===== src/rtl/mem_arb_pkg.sv =====
// rtl/mem_arb_pkg.sv - shared types and constants for mem_port_arbiter
package mem_arb_pkg;

  localparam int LEN_W = 16;

  typedef enum logic [1:0] {
    IDLE,
    REQ,
    XFER,
    DONE
  } state_e;

  typedef enum logic {
    RD,
    WR
  } dir_e;

endpackage


===== src/rtl/mem_port_arbiter_if.sv =====
// rtl/mem_port_arbiter_if.sv - cache-side and memory-side bundle of mem_port_arbiter
interface mem_port_arbiter_if
  import mem_arb_pkg::*;
#(
  parameter int cache_num  = 2,
  parameter int addr_width = 32,
  parameter int data_width = 32
) ();

  logic [cache_num-1:0]            rd_req;
  logic [cache_num-1:0]            wr_req;
  logic [cache_num-1:0]            rd_gnt;
  logic [cache_num-1:0]            wr_gnt;
  logic [LEN_W*cache_num-1:0]      rd_len;
  logic [LEN_W*cache_num-1:0]      wr_len;
  logic [addr_width*cache_num-1:0] rd_addr;
  logic [addr_width*cache_num-1:0] wr_addr;
  logic [data_width*cache_num-1:0] wr_data;
  logic [cache_num-1:0]            wr_valid;
  logic [cache_num-1:0]            wr_ready;
  logic [data_width-1:0]           rd_data;
  logic [cache_num-1:0]            rd_valid;
  logic [cache_num-1:0]            rd_ready;
  logic [cache_num-1:0]            rd_done;
  logic [cache_num-1:0]            wr_done;

  logic                            mem_req;
  logic                            mem_gnt;
  logic                            mem_we;
  logic [addr_width-1:0]           mem_addr;
  logic [LEN_W-1:0]                mem_len;
  logic [data_width-1:0]           mem_wdata;
  logic                            mem_wvalid;
  logic                            mem_wready;
  logic [data_width-1:0]           mem_rdata;
  logic                            mem_rvalid;
  logic                            mem_rready;

  // Arbiter side
  modport slave (
    input  rd_req, wr_req, rd_len, wr_len, rd_addr, wr_addr,
    input  wr_data, wr_valid, rd_ready,
    input  mem_gnt, mem_wready, mem_rdata, mem_rvalid,
    output rd_gnt, wr_gnt, wr_ready, rd_data, rd_valid, rd_done, wr_done,
    output mem_req, mem_we, mem_addr, mem_len, mem_wdata, mem_wvalid, mem_rready
  );

  // Caches plus memory, as seen from the arbiter's environment
  modport master (
    output rd_req, wr_req, rd_len, wr_len, rd_addr, wr_addr,
    output wr_data, wr_valid, rd_ready,
    output mem_gnt, mem_wready, mem_rdata, mem_rvalid,
    input  rd_gnt, wr_gnt, wr_ready, rd_data, rd_valid, rd_done, wr_done,
    input  mem_req, mem_we, mem_addr, mem_len, mem_wdata, mem_wvalid, mem_rready
  );

endinterface


===== src/rtl/rr_arbiter.sv =====
// rtl/rr_arbiter.sv - round-robin pick of one requester, searching upward from ptr_i
module rr_arbiter #(
  parameter int width = 2
) (
  input  logic [width-1:0]         req_i,
  input  logic [$clog2(width)-1:0] ptr_i,
  output logic [width-1:0]         gnt_o
);

  localparam int IW = $clog2(width);

  logic [IW-1:0] idx;
  logic          found;

  always_comb begin
    gnt_o = '0;
    found = 1'b0;
    idx   = '0;
    for (int k = 0; k < width; k++) begin
      idx = IW'((int'(ptr_i) + k) % width);
      if (!found && req_i[idx]) begin
        gnt_o[idx] = 1'b1;
        found      = 1'b1;
      end
    end
  end

endmodule


===== src/rtl/mem_port_arbiter.sv =====
// rtl/mem_port_arbiter.sv - shares one burst memory port among cache_num caches
// MEM_ARB_WR_PRIO_EN: pending writes from any cache win over all reads.
module mem_port_arbiter
  import mem_arb_pkg::*;
#(
  parameter int cache_num  = 2,
  parameter int addr_width = 32,
  parameter int data_width = 32
) (
  input logic               clk,
  input logic               rst,
  mem_port_arbiter_if.slave bus
);

  localparam int IDX_W = $clog2(cache_num);

  state_e                 state_q, state_d;
  dir_e                   dir_q, dir_d;
  logic [IDX_W-1:0]       owner_q, owner_d;
  logic [IDX_W-1:0]       ptr_q, ptr_d;
  logic [addr_width-1:0]  addr_q, addr_d;
  logic [LEN_W-1:0]       len_q, len_d;
  logic [LEN_W-1:0]       cnt_q, cnt_d;
  logic                   gnt_q, gnt_d;

  logic [cache_num-1:0]   arb_req, arb_win, owner_oh;
  logic [IDX_W-1:0]       win_idx;
  logic                   sel_wr, req_phase, xfer_rd, xfer_wr, beat;
  logic [addr_width-1:0]  sel_addr;
  logic [LEN_W-1:0]       sel_len;

`ifdef MEM_ARB_WR_PRIO_EN
  assign arb_req = (|bus.wr_req) ? bus.wr_req : bus.rd_req;
`else
  assign arb_req = bus.wr_req | bus.rd_req;
`endif

  rr_arbiter #(.width(cache_num)) u_rr (
    .req_i (arb_req),
    .ptr_i (ptr_q),
    .gnt_o (arb_win)
  );

  always_comb begin
    win_idx = '0;
    for (int i = 0; i < cache_num; i++) begin
      if (arb_win[i]) win_idx = IDX_W'(i);
    end
  end

  // The winner's write is taken first; with the write-priority build only writers reach here while any exist
  assign sel_wr   = bus.wr_req[win_idx];
  assign sel_addr = sel_wr ? bus.wr_addr[win_idx*addr_width +: addr_width]
                           : bus.rd_addr[win_idx*addr_width +: addr_width];
  assign sel_len  = sel_wr ? bus.wr_len[win_idx*LEN_W +: LEN_W]
                           : bus.rd_len[win_idx*LEN_W +: LEN_W];

  // First REQ cycle carries the grant pulse; the memory request follows one cycle later
  assign req_phase = (state_q == REQ) && !gnt_q;
  assign xfer_wr   = (state_q == XFER) && (dir_q == WR);
  assign xfer_rd   = (state_q == XFER) && (dir_q == RD);
  assign beat      = xfer_wr ? (bus.mem_wvalid && bus.mem_wready)
                             : (xfer_rd && bus.mem_rvalid && bus.mem_rready);
  assign owner_oh  = {{(cache_num-1){1'b0}}, 1'b1} << owner_q;

  always_comb begin
    state_d = state_q;
    dir_d   = dir_q;
    owner_d = owner_q;
    ptr_d   = ptr_q;
    addr_d  = addr_q;
    len_d   = len_q;
    cnt_d   = cnt_q;
    gnt_d   = 1'b0;
    case (state_q)
      IDLE: begin
        if (|arb_req) begin
          owner_d = win_idx;
          dir_d   = sel_wr ? WR : RD;
          addr_d  = sel_addr;
          len_d   = sel_len;
          gnt_d   = 1'b1;
          state_d = (sel_len == '0) ? DONE : REQ;
        end
      end
      REQ: begin
        if (req_phase && bus.mem_gnt) begin
          cnt_d   = '0;
          state_d = XFER;
        end
      end
      XFER: begin
        if (beat) begin
          cnt_d = cnt_q + 16'd1;
          if (cnt_q == len_q - 16'd1) state_d = DONE;
        end
      end
      DONE: begin
        ptr_d   = (owner_q == IDX_W'(cache_num - 1)) ? '0 : owner_q + 1'b1;
        state_d = IDLE;
      end
      default: state_d = IDLE;
    endcase
  end

  always_ff @(posedge clk or posedge rst) begin
    if (rst) begin
      state_q <= IDLE;
      dir_q   <= RD;
      owner_q <= '0;
      ptr_q   <= '0;
      addr_q  <= '0;
      len_q   <= '0;
      cnt_q   <= '0;
      gnt_q   <= 1'b0;
    end else begin
      state_q <= state_d;
      dir_q   <= dir_d;
      owner_q <= owner_d;
      ptr_q   <= ptr_d;
      addr_q  <= addr_d;
      len_q   <= len_d;
      cnt_q   <= cnt_d;
      gnt_q   <= gnt_d;
    end
  end

  assign bus.rd_gnt   = (gnt_q && dir_q == RD) ? owner_oh : '0;
  assign bus.wr_gnt   = (gnt_q && dir_q == WR) ? owner_oh : '0;
  assign bus.rd_done  = (state_q == DONE && dir_q == RD) ? owner_oh : '0;
  assign bus.wr_done  = (state_q == DONE && dir_q == WR) ? owner_oh : '0;

  assign bus.mem_req  = req_phase;
  assign bus.mem_we   = req_phase && (dir_q == WR);
  assign bus.mem_addr = req_phase ? addr_q : '0;
  assign bus.mem_len  = req_phase ? len_q : '0;

  assign bus.mem_wdata  = xfer_wr ? bus.wr_data[owner_q*data_width +: data_width] : '0;
  assign bus.mem_wvalid = xfer_wr && bus.wr_valid[owner_q];
  assign bus.wr_ready   = (xfer_wr && bus.mem_wready) ? owner_oh : '0;

  assign bus.rd_data    = xfer_rd ? bus.mem_rdata : '0;
  assign bus.rd_valid   = (xfer_rd && bus.mem_rvalid) ? owner_oh : '0;
  assign bus.mem_rready = xfer_rd && bus.rd_ready[owner_q];

endmodule


===== src/flat_wrapper.sv =====
// flat-port wrapper written by rule: the top's interface ports become plain ports
module mem_port_arbiter_flat import mem_arb_pkg::*;
#(
  parameter int cache_num  = 2,
  parameter int addr_width = 32,
  parameter int data_width = 32
)
  (clk, rst, bus_rd_req, bus_wr_req, bus_rd_len, bus_wr_len, bus_rd_addr, bus_wr_addr, bus_wr_data, bus_wr_valid, bus_rd_ready, bus_mem_gnt, bus_mem_wready, bus_mem_rdata, bus_mem_rvalid, bus_rd_gnt, bus_wr_gnt, bus_wr_ready, bus_rd_data, bus_rd_valid, bus_rd_done, bus_wr_done, bus_mem_req, bus_mem_we, bus_mem_addr, bus_mem_len, bus_mem_wdata, bus_mem_wvalid, bus_mem_rready);
  mem_port_arbiter_if #(.cache_num(cache_num), .addr_width(addr_width), .data_width(data_width)) bus_i ();
  input logic clk;
  input logic rst;
  input wire logic [$bits(bus_i.rd_req)-1:0] bus_rd_req;
  input wire logic [$bits(bus_i.wr_req)-1:0] bus_wr_req;
  input wire logic [$bits(bus_i.rd_len)-1:0] bus_rd_len;
  input wire logic [$bits(bus_i.wr_len)-1:0] bus_wr_len;
  input wire logic [$bits(bus_i.rd_addr)-1:0] bus_rd_addr;
  input wire logic [$bits(bus_i.wr_addr)-1:0] bus_wr_addr;
  input wire logic [$bits(bus_i.wr_data)-1:0] bus_wr_data;
  input wire logic [$bits(bus_i.wr_valid)-1:0] bus_wr_valid;
  input wire logic [$bits(bus_i.rd_ready)-1:0] bus_rd_ready;
  input wire logic [$bits(bus_i.mem_gnt)-1:0] bus_mem_gnt;
  input wire logic [$bits(bus_i.mem_wready)-1:0] bus_mem_wready;
  input wire logic [$bits(bus_i.mem_rdata)-1:0] bus_mem_rdata;
  input wire logic [$bits(bus_i.mem_rvalid)-1:0] bus_mem_rvalid;
  output wire logic [$bits(bus_i.rd_gnt)-1:0] bus_rd_gnt;
  output wire logic [$bits(bus_i.wr_gnt)-1:0] bus_wr_gnt;
  output wire logic [$bits(bus_i.wr_ready)-1:0] bus_wr_ready;
  output wire logic [$bits(bus_i.rd_data)-1:0] bus_rd_data;
  output wire logic [$bits(bus_i.rd_valid)-1:0] bus_rd_valid;
  output wire logic [$bits(bus_i.rd_done)-1:0] bus_rd_done;
  output wire logic [$bits(bus_i.wr_done)-1:0] bus_wr_done;
  output wire logic [$bits(bus_i.mem_req)-1:0] bus_mem_req;
  output wire logic [$bits(bus_i.mem_we)-1:0] bus_mem_we;
  output wire logic [$bits(bus_i.mem_addr)-1:0] bus_mem_addr;
  output wire logic [$bits(bus_i.mem_len)-1:0] bus_mem_len;
  output wire logic [$bits(bus_i.mem_wdata)-1:0] bus_mem_wdata;
  output wire logic [$bits(bus_i.mem_wvalid)-1:0] bus_mem_wvalid;
  output wire logic [$bits(bus_i.mem_rready)-1:0] bus_mem_rready;
  assign bus_i.rd_req = bus_rd_req;
  assign bus_i.wr_req = bus_wr_req;
  assign bus_i.rd_len = bus_rd_len;
  assign bus_i.wr_len = bus_wr_len;
  assign bus_i.rd_addr = bus_rd_addr;
  assign bus_i.wr_addr = bus_wr_addr;
  assign bus_i.wr_data = bus_wr_data;
  assign bus_i.wr_valid = bus_wr_valid;
  assign bus_i.rd_ready = bus_rd_ready;
  assign bus_i.mem_gnt = bus_mem_gnt;
  assign bus_i.mem_wready = bus_mem_wready;
  assign bus_i.mem_rdata = bus_mem_rdata;
  assign bus_i.mem_rvalid = bus_mem_rvalid;
  assign bus_rd_gnt = bus_i.rd_gnt;
  assign bus_wr_gnt = bus_i.wr_gnt;
  assign bus_wr_ready = bus_i.wr_ready;
  assign bus_rd_data = bus_i.rd_data;
  assign bus_rd_valid = bus_i.rd_valid;
  assign bus_rd_done = bus_i.rd_done;
  assign bus_wr_done = bus_i.wr_done;
  assign bus_mem_req = bus_i.mem_req;
  assign bus_mem_we = bus_i.mem_we;
  assign bus_mem_addr = bus_i.mem_addr;
  assign bus_mem_len = bus_i.mem_len;
  assign bus_mem_wdata = bus_i.mem_wdata;
  assign bus_mem_wvalid = bus_i.mem_wvalid;
  assign bus_mem_rready = bus_i.mem_rready;
  mem_port_arbiter #(.cache_num(cache_num), .addr_width(addr_width), .data_width(data_width)) u_core (.clk(clk), .rst(rst), .bus(bus_i));
endmodule

===== config.mk =====
export PLATFORM = sky130hd
export DESIGN_NAME = mem_port_arbiter_flat
export DESIGN_NICKNAME = d
export VERILOG_FILES = /design/src/rtl/mem_arb_pkg.sv /design/src/rtl/mem_port_arbiter_if.sv /design/src/rtl/rr_arbiter.sv /design/src/rtl/mem_port_arbiter.sv /design/src/flat_wrapper.sv
export SDC_FILE = /design/constraint.sdc
export NUM_CORES = 1
export LEC_CHECK = 0
export ABC_AREA = 1
export CORE_AREA = 2 2 169 171
export CTS_BUF_LIST = sky130_fd_sc_hd__clkbuf_4 sky130_fd_sc_hd__clkbuf_8 sky130_fd_sc_hd__clkbuf_16
export DETAILED_ROUTE_END_ITERATION = 6
export DIE_AREA = 0 0 171 173
export PLACE_DENSITY_LB_ADDON = 0.15
export SYNTH_ARGS = -nofsm -noshare
export SYNTH_HDL_FRONTEND = slang
export SYNTH_SLANG_ARGS = --single-unit
export TNS_END_PERCENT = 30

===== constraint.sdc =====
create_clock -name clk -period 2.5 [get_ports clk]
set_clock_uncertainty 0.2 [all_clocks]
set_input_delay 0.25 -clock clk [delete_from_list [all_inputs] [get_ports clk]]
set_output_delay 0.25 -clock clk [all_outputs]
set_load 0.02 [all_outputs]

# ---- Word-level counts from Yosys, hierarchy flattened
# Index checks and enable logic that the tools add are counted.
# W data, S select, Z words.
dict set report classes {
  div_mod_pow 0
  multipliers 0
  reduce_logical 27
  muxes 44
  bitwise 3
  n_eq_ne 8
  addsub 4
  order_cmp 6
  n_shift 6
}
# cell n
set op_table {}
lappend op_table {{$shiftx A64 B7 Y32} 3}
lappend op_table {{$mux W32} 4}
lappend op_table {{$mux W16} 4}
lappend op_table {{$shiftx A32 B6 Y16} 2}
lappend op_table {{$pmux W16 S2} 1}
lappend op_table {{$mux W2} 13}
lappend op_table {{$mux W1} 19}
lappend op_table {{$logic_and A1 B1 Y1} 18}
lappend op_table {{$add A16 B1 Y16 const B} 1}
lappend op_table {{$eq A16 B16 Y1} 1}
lappend op_table {{$logic_not A16 Y1} 1}
lappend op_table {{$sub A16 B1 Y16 const B} 1}
lappend op_table {{$lt A1 B2 Y1 const B} 4}
lappend op_table {{$pmux W2 S4} 1}
lappend op_table {{$eq A2 B2 Y1 const B} 2}
lappend op_table {{$ne A2 B1 Y1 const B} 2}
lappend op_table {{$ne A2 B2 Y1 const B} 2}
lappend op_table {{$or A2 B2 Y2} 2}
lappend op_table {{$reduce_and A4 Y1} 1}
lappend op_table {{$reduce_and A3 Y1} 1}
lappend op_table {{$add A1 B1 Y1 const B} 2}
lappend op_table {{$demux W1 S1} 2}
lappend op_table {{$eq A2 B1 Y1 const B} 1}
lappend op_table {{$ge A1 B1 Y1 const B} 2}
lappend op_table {{other kinds (7)} 8}
dict set report word_totals {
  ff_bits 70
  romBits 0
  n_memories 0
  inputBits 301
  output_inout_bits 128
  wordCells 106
  latch_bits 0
  ram_bits 0
}

# ---- Depth between registers and ports, before layout
# Gate-level depths: netlist of run 1.
dict set report depth {
  ltp_word 15
  depth_mapped 15
  mapped_depth_nobuf 15
}

# ---- By module
# Synthesis of run 1 repeated with hierarchy kept, for this count alone.
dict set report unflattened {
  cells_unflattened 1090
  area_unflattened_um2 6276.0
}
# module n_inst area_per_inst_um2 cells_per_inst seq_area_each_um2
set modules_own_cells {}
lappend modules_own_cells {mem_port_arbiter 1 6248.5 1086 1751.7}
lappend modules_own_cells {rr_arbiter 1 27.5 4 0.0}

# ---- Worst setup path before layout of run 1
# OpenSTA, ideal clock, no wires.
dict set report synth_path {
  kind {flip-flop to flip-flop}
  from {reg u_core.state_q[0]}
  to {reg u_core.cnt_q[10]}
  arrival_ns 1.912
  setup_time_ns 0.127
  path_buffers 2
  period_less_slack_ns 2.239
  required_time_ns 2.173
  path_stages_with_launch 14
  path_slack_ns 0.261
  path_cell_list {dfrtp_1 -> inv_1 -> ha_1 -> buf_4 -> nand2_2 -> a21oi_2 -> nand2_1 -> nand3_1 -> nand2_1 -> nor2_2 -> buf_4 -> nand4_1 -> o21ai_1 -> a21boi_1}
}
dict set report synth_via {
  elab_chain_cells 7
  elab_cells_between_ends 17
  cone_classes {eq/ne (4); mux (2); reduce/logical (11)}
}
# item line
set synth_rtl {}
lappend synth_rtl {{start: declaration} mem_port_arbiter.sv:17} ;# state_e state_q, state_d;
lappend synth_rtl {{start signal: assignment} mem_port_arbiter.sv:117} ;# state_q <= state_d;
lappend synth_rtl {{$eq A2 B2 Y1} mem_port_arbiter.sv:60} ;# assign xfer_wr = (state_q == XFER) && (dir_q == WR);
lappend synth_rtl {{$logic_and A1 B1 Y1} mem_port_arbiter.sv:60}
lappend synth_rtl {{$logic_and A1 B1 Y1} mem_port_arbiter.sv:139} ;# assign bus.mem_wvalid = xfer_wr && bus.wr_valid[owner_q];
lappend synth_rtl {{net bus_mem_wvalid} flat_wrapper.sv:37} ;# output wire logic [$bits(bus_i.mem_wvalid)-1:0] bus_mem_wvalid;
lappend synth_rtl {{$logic_and A1 B1 Y1} mem_port_arbiter.sv:62} ;# assign beat = xfer_wr ? (bus.mem_wvalid && bus.mem_wready)
lappend synth_rtl {{$mux W1} mem_port_arbiter.sv:62}
lappend synth_rtl {{$ne A2 B1 Y1 (no line)} --}
lappend synth_rtl {{$reduce_and A3 Y1 (no line)} --}
lappend synth_rtl {{end signal: assignment} mem_port_arbiter.sv:123} ;# cnt_q <= cnt_d;
lappend synth_rtl {{end: declaration} mem_port_arbiter.sv:23} ;# logic [LEN_W-1:0] cnt_q, cnt_d;
# The timed path passes the listed nets, and every way through them passes these cells.
# A chain may end at the register's enable or synchronous reset.

# ---- Worst setup path after layout of run 1
dict set report layout_path {
  from {reg u_core.state_q[0]}
  to {out bus_mem_wvalid}
}
dict set report layout_via {
  elab_chain_cells 3
}
# item line
set layout_rtl {}
lappend layout_rtl {{$eq A2 B2 Y1} mem_port_arbiter.sv:60}
lappend layout_rtl {{$logic_and A1 B1 Y1} mem_port_arbiter.sv:60}
lappend layout_rtl {{$logic_and A1 B1 Y1} mem_port_arbiter.sv:139}
lappend layout_rtl {{end: declaration} flat_wrapper.sv:37}
# No other way between the ends.

==> impl_metrics.ini, run 1 <==
[cells_and_area]
fin_nets = 1783
syn_to_final_growth_pct = 83.0
drive_gt1_share_pct = 6.75
stdcell_count = 1865

[die]
die-area_mm2 = 0.0296
die_h_um = 173
core_mm2 = 0.0276
die_w_um = 171
io_pins = 429
initial_utilization_pct = 22.7
core.rowCount = 61

[global_routing]
grt_max_degree = 57
grt_pass1_wl_um = 48900
grt.total_usage_pct = 21.7
antenna_found_initial = 7
grt_overflow = 0
first_global_vias = 8632

[routing]
viasPerCell = 4.51
routedWlPerCell_um = 17.7
first_iter_violations = 444
drc = 0
vias = 8411
drt_wl_total_um = 32900
dr.pass1.iters = 5
antenna_left = 0

[outcome]
status = finished clean

[timing]
rsz0062_at_grt = false
timing.fmax_ghz = 0.419
period_share_pct = 95.5
relSlewSlack_pct = 61.9
slew_viol_final = 0
fin_ws_ns = 0.112
final.min_clock_period_ns = 2.39
finalHoldViolations = 0
tightest_slew_ns = 0.572
setup_viol = 0

[synth]
async_reset_ff_share_pct = 100
yosysUniqueCellTypes = 38
ys_ff_latch = 70
synthesis.nets = 1360
synthTopCellsByArea = dfrtp_1 28%, nand2_1 18%, inv_1 8.2%
avgSynthCellArea_um2 = 5.97
synth_top_area_share_pct = 27.9
yosys.area.top_type = dfrtp_1
synth_area_mm2 = 0.00628
synth_flop_cell = dfrtp_1
synthTopCellsByCount = 300 x nand2_1, 138 x inv_1, 129 x nor2_1
yosys.cell_count.top_type = nand2_1
yosysSeqAreaShare_pct = 27.9
synth_edf_count = 0
syn-instance-count = 1053
yosys_warnings = 0

[clocking]
root_buffer = clkbuf_16
clk_pin_slew_ns = 0.07
cts.sinks = 70
cts_tree = yes
postCtsSetupBuffers = 0
ctsHoldBuffers = 0
htree_levels = 3
worst_skew_pair.late_latency_ns = 0.34
cts.path.max_buffers = 2
numCtsBuffers = 9

[pwr]
ir_drop_mv = 0.449
leakagePower_nw = 5.71
powerDensity_mw_per_mm2 = 894

[critical_path]
cp_max_fo = 3
r2r_setup_slack_ns = 0.21
cp.arrival_ns = 1.94
end_kind = primary output
setup.worst_path.class = reg2out
worst-r2r-cell-count = 12
rr_endpoint = u_core.cnt_q[10]$_DFFE_PP0P_
critical_path_required_ns = 2.05
crit_path_start_kind = flop
rr_startpoint = u_core.state_q[0]$_DFFE_PP0P_

[min_path]
hp-class = in2async

[place]
place_ws_ns = -0.0210
port_buffers = 428
gp_congestion = 0.860
dp_hpwl_um = 26800
placedCellCount = 1843

[flow_run]
maxCapViolCount = 0
[cell type report]
class,instances,area (um^2)
tap,378,473
antenna,6,15.0
multi-input combinational,778,3720
sequential,70,1750
timing repair buffer,477,4680
fill,3065,16100
clock buffer,10,233
inverter,140,529
clock inverter,6,93.8
[state kept, by name, indices dropped and copies added (netlist names)]
name and count:
u_core.addr_q 32, u_core.cnt_q 16, u_core.len_q 16, u_core.state_q 2
u_core.dir_q 1, u_core.gnt_q 1, u_core.owner_q 1, u_core.ptr_q 1
[logic make-up (layout without fill, tap and decap cells)]
family | Yosys count | after routing | synth area share, %
other | 0 | 6 | 0
and+or+nand+nor | 565 | 565 | 37.8
AOI/OAI and AO/OA | 191 | 191 | 17.1
xor gates and xnor gates | 16 | 16 | 2.23
buffers and inverters | 205 | 633 | 13.8
adders and majority gates | 6 | 6 | 1.19
DFF | 70 | 70 | 27.9
[worst max-delay path, stage by stage, from the launching register on]
cell             delay (ns)
dfrtp_1                0.37
inv_1                  0.08
ha_2                   0.22
nand2_2                0.09
a21oi_2                0.17
clkdlybuf4s50_1        0.66
[what timing repair did]
item                       4_1_cts  5_1_grt
pin swaps                        0        1
setup endpoints to repair      114       15
resized for setup              115       18
[placed cells by master, fill, tap and decap left out, drive strengths merged, types with 10 or more instances in the layout]
cell,count
clkbuf,10
o22ai,32
nand3,81
dlygate4sd2,111
nor3,16
or2,12
nor2,133
a21oi,46
a31oi,35
dfrtp,70
o21ai,71
clkdlybuf4s50,308
nand2,309
buf,53
inv,140
[how the worst max path moves through the flow]
stage	from	end	slack, ns
final	u_core.state_q[0]$_DFFE_PP0P_	bus_mem_wvalid	0.11
after global routing	u_core.state_q[0]$_DFFE_PP0P_	bus_mem_wvalid	0.01
after CTS	u_core.state_q[0]$_DFFE_PP0P_	bus_rd_data[5]	0.003
after detailed placement	bus_rd_req[0]	u_core.state_q[1]$_DFFE_PP0P_	-0.02
after global placement	bus_rd_req[0]	u_core.state_q[1]$_DFFE_PP0P_	0.04
after floorplan	u_core.state_q[0]$_DFFE_PP0P_	u_core.cnt_q[10]$_DFFE_PP0P_	0.26
[per-layer routing]
metal,GRT usage [%],up-vias,part of all wire [%]
met5,0,-,0.061
met4,7.59,2,2.6
met3,5.79,37,7.9
met2,39.0,354,50
met1,24.6,3802,40
li1,-,4216,-
[through the flow]
step	total power [mW]	utilization (%)	hold WS (ns)	cell area [um^2]	TNS, ns
after floorplan	5.99	-	0.204	6280	0
after global placement	9.17	40.7	0.331	11200	0
after detailed placement	9.19	40.7	0.331	11200	-0.0210
after CTS	10.3	41.4	0.0686	11400	0
after global routing	11.2	41.6	0.119	11500	0
final	10.3	41.6	0.0611	11500	0
[power breakdown]
part / internal [mW] / switching [mW]
Combinational: 2.67 / 4.17
Sequential: 1.61 / 0.387
Clock: 0.893 / 0.555
Total: 5.17 / 5.11
Note: power is estimated with default switching activity, not from simulation.
==> run 2: changes to the inputs <==
- GPL_TIMING_DRIVEN: not set -> 0
- SKIP_LAST_GASP: not set -> 1
==> run 2 against run 1 <==
Net effect: the run now ends with setup timing left; power increased by 0.51%; wire length increased by 9.4%; sequential cell count unchanged; count of clock-buffer cells in the layout decreased by 1; worst setup slack got worse by 0.26 ns; die area unchanged; via count increased by 1.9%; global-route usage increased by 2.0 points; cell area increased by 0.39%; critical path type unchanged.
==> impl_metrics.ini, run 2 (synthesis gave the netlist of run 1 again) <==
[routing]
routedWlPerCell_um = 19.2
first_iter_violations = 368
dr.pass1.iters = 5
antenna_left = 0
vias = 8572
viasPerCell = 4.55
drt_wl_total_um = 36000
drc = 0

[pwr]
leakagePower_nw = 5.88
p_sw_share_pct = 51.4
sequentialPowerShare_pct = 19.1
power_frac_comb_pct = 68.3
power.switching_mw = 5.31
power.internal_mw = 5.02
clkPwrFrac_pct = 12.6
ir_drop_mv = 0.312
powerDensity_mw_per_mm2 = 895

[critical_path]
cp_max_fo = 8
worst-r2r-cell-count = 9
crit_path_start_kind = flop
setup.worst_path.class = reg2out
critical_path_required_ns = 2.05
cp.arrival_ns = 2.19
path_cells = inv_1 > ha_1 > buf_4 > nand2_2 > a21oi_2 > clkdlybuf4s50_1
startpoint = u_core.state_q[0]$_DFFE_PP0P_
slowest_delay_ns = 0.67
rr_endpoint = u_core.addr_q[21]$_DFFE_PP0P_
end_kind = primary output
rr_startpoint = u_core.state_q[1]$_DFFE_PP0P_
path_delay_family = buffers and inverters
cp_num_buf_inv = 3
r2r_setup_slack_ns = -0.06
critPathSlowestCell = clkdlybuf4s50_1

[cells_and_area]
fill_cells = 3047
reg_top3 = u_core.addr_q: 32 flops, u_core.cnt_q: 16 flops, u_core.len_q: 16 flops
stdcell_count = 1882
largest_reg_flops = 32
final_common_cell = clkdlybuf4s50_1
drive_gt1_share_pct = 7.67
top_register = u_core.addr_q
layout_common_cells = 331 x clkdlybuf4s50_1, 299 x nand2_1, 135 x inv_1
final_util_pct = 41.8
final_area_mm2 = 0.0115
fin_nets = 1804
syn_to_final_growth_pct = 83.7

[flow_run]
maxCapViolCount = 0

[timing]
period_share_pct = 106
final.min_clock_period_ns = 2.64
fin_ws_ns = -0.144
tightest_slew_ns = 0.562
setup_viol = 37
timing.fmax_ghz = 0.378
relSlewSlack_pct = 62.5
finalHoldViolations = 0
rsz0062_at_grt = true
slew_viol_final = 0
finalSetupTns_ns = -2.83

[die]
io_pins = 429
die_w_um = 171
die-area_mm2 = 0.0296
initial_utilization_pct = 22.7
core_mm2 = 0.0276
core.rowCount = 61
die_h_um = 173

[place]
gp_congestion = 0.877
dpl_cell_area_mm2 = 0.0111
port_buffers = 428
placedCellCount = 1860
dp_hpwl_um = 29800

[clocking]
root_buffer = clkbuf_16
numCtsBuffers = 9
clk_pin_slew_ns = 0.06
worst_skew_pair.late_latency_ns = 0.34
cts_tree = yes
cts.path.max_buffers = 2
cts.sinks = 70
htree_levels = 3

[min_path]
hp-class = in2async

[outcome]
status = finished, violations left
violations = setup timing

[global_routing]
grt.total_usage_pct = 23.7
grt_pass1_wl_um = 52700
first_global_vias = 8813
grt_overflow = 0
grt_max_degree = 42
antenna_found_initial = 5
run 2: cell count changes in the layout (fill, tap and decap cells not counted), moves of 4 or more:
cell / delta
buf_6: +7
buf_12: -13
clkdlybuf4s15_1: +5
clkbuf_4: +4
buf_4: -31
clkbuf_2: +11
clkdlybuf4s50_1: +23
clkbuf_1: +8
dlymetal6s2s_1: +27
clkdlybuf4s15_2: +6
dlygate4sd2_1: -58
buf_2: +27
run 2: worst reg2reg max path, stage by stage, from the launching register on:
cell	delay, ns
dfrtp_1	0.42
inv_1	0.10
ha_1	0.30
nand2_1	0.16
buf_2	0.22
inv_2	0.20
clkbuf_1	0.45
nand3_1	0.21
o21ai_0	0.12
a31oi_1	0.06
run 2: area by class of cell:
type	instances	area, um^2	area share (%)
diodes	4	10.0	0.0867
clock buffers	9	225	1.95
well taps	378	473	4.10
repair buffers	433	4360	37.8
plain buffers	65	410	3.56
multi-input cells	778	3720	32.2
clock inverters	5	61.3	0.531
flip-flops and latches	70	1750	15.2
inverters	140	534	4.63
run 2: metal layers:
layer	global-route usage, %	vias to the layer above	share of wire [%]
met1	26.3	3921	39
met3	5.65	44	7.5
met5	0	-	0.036
met2	43.4	342	51
li1	-	4263	-
met4	8.76	2	2.7
run 2: power by group through the flow:
stage          clock network [mW]  logic, mW  registers (mW)
6_report                     1.31       7.06            1.97
5_1_grt                      1.38       7.82            2.03
4_1_cts                      1.34       7.06            1.97
3_5_place_dp                    0       7.12            1.98
3_3_place_gp                    0       7.09            1.97
2_1_floorplan                   0       4.14            1.85
run 2: what timing repair did:
item	4_1_cts	5_1_grt
gates resized for setup	118	64
pin swaps	0	3
hold buffers	0	0
buffers inserted	0	4
setup endpoints to repair	165	150
run 2: worst max path at each step:
stage	endpoint	slack, ns	cells past startpoint
6_report	bus_mem_wvalid	-0.14	6
5_1_grt	bus_mem_addr[29]	-0.27	6
4_1_cts	bus_mem_wdata[5]	-0.28	7
3_5_place_dp	u_core.addr_q[12]$_DFFE_PP0P_	-0.53	9
3_3_place_gp	u_core.addr_q[11]$_DFFE_PP0P_	-1.29	2
2_1_floorplan	u_core.cnt_q[10]$_DFFE_PP0P_	0.26	13
run 2: through the flow:
stage / hold WS [ns] / worst slack (ns) / power [mW]
after floorplan: 0.204 / 0.261 / 5.99
after detailed placement: 0.330 / -0.526 / 9.10
after global routing: 0.0915 / -0.271 / 11.2
after global placement: 0.327 / -1.29 / 9.06
after CTS: 0.0703 / -0.278 / 10.4
final: 0.0647 / -0.144 / 10.3
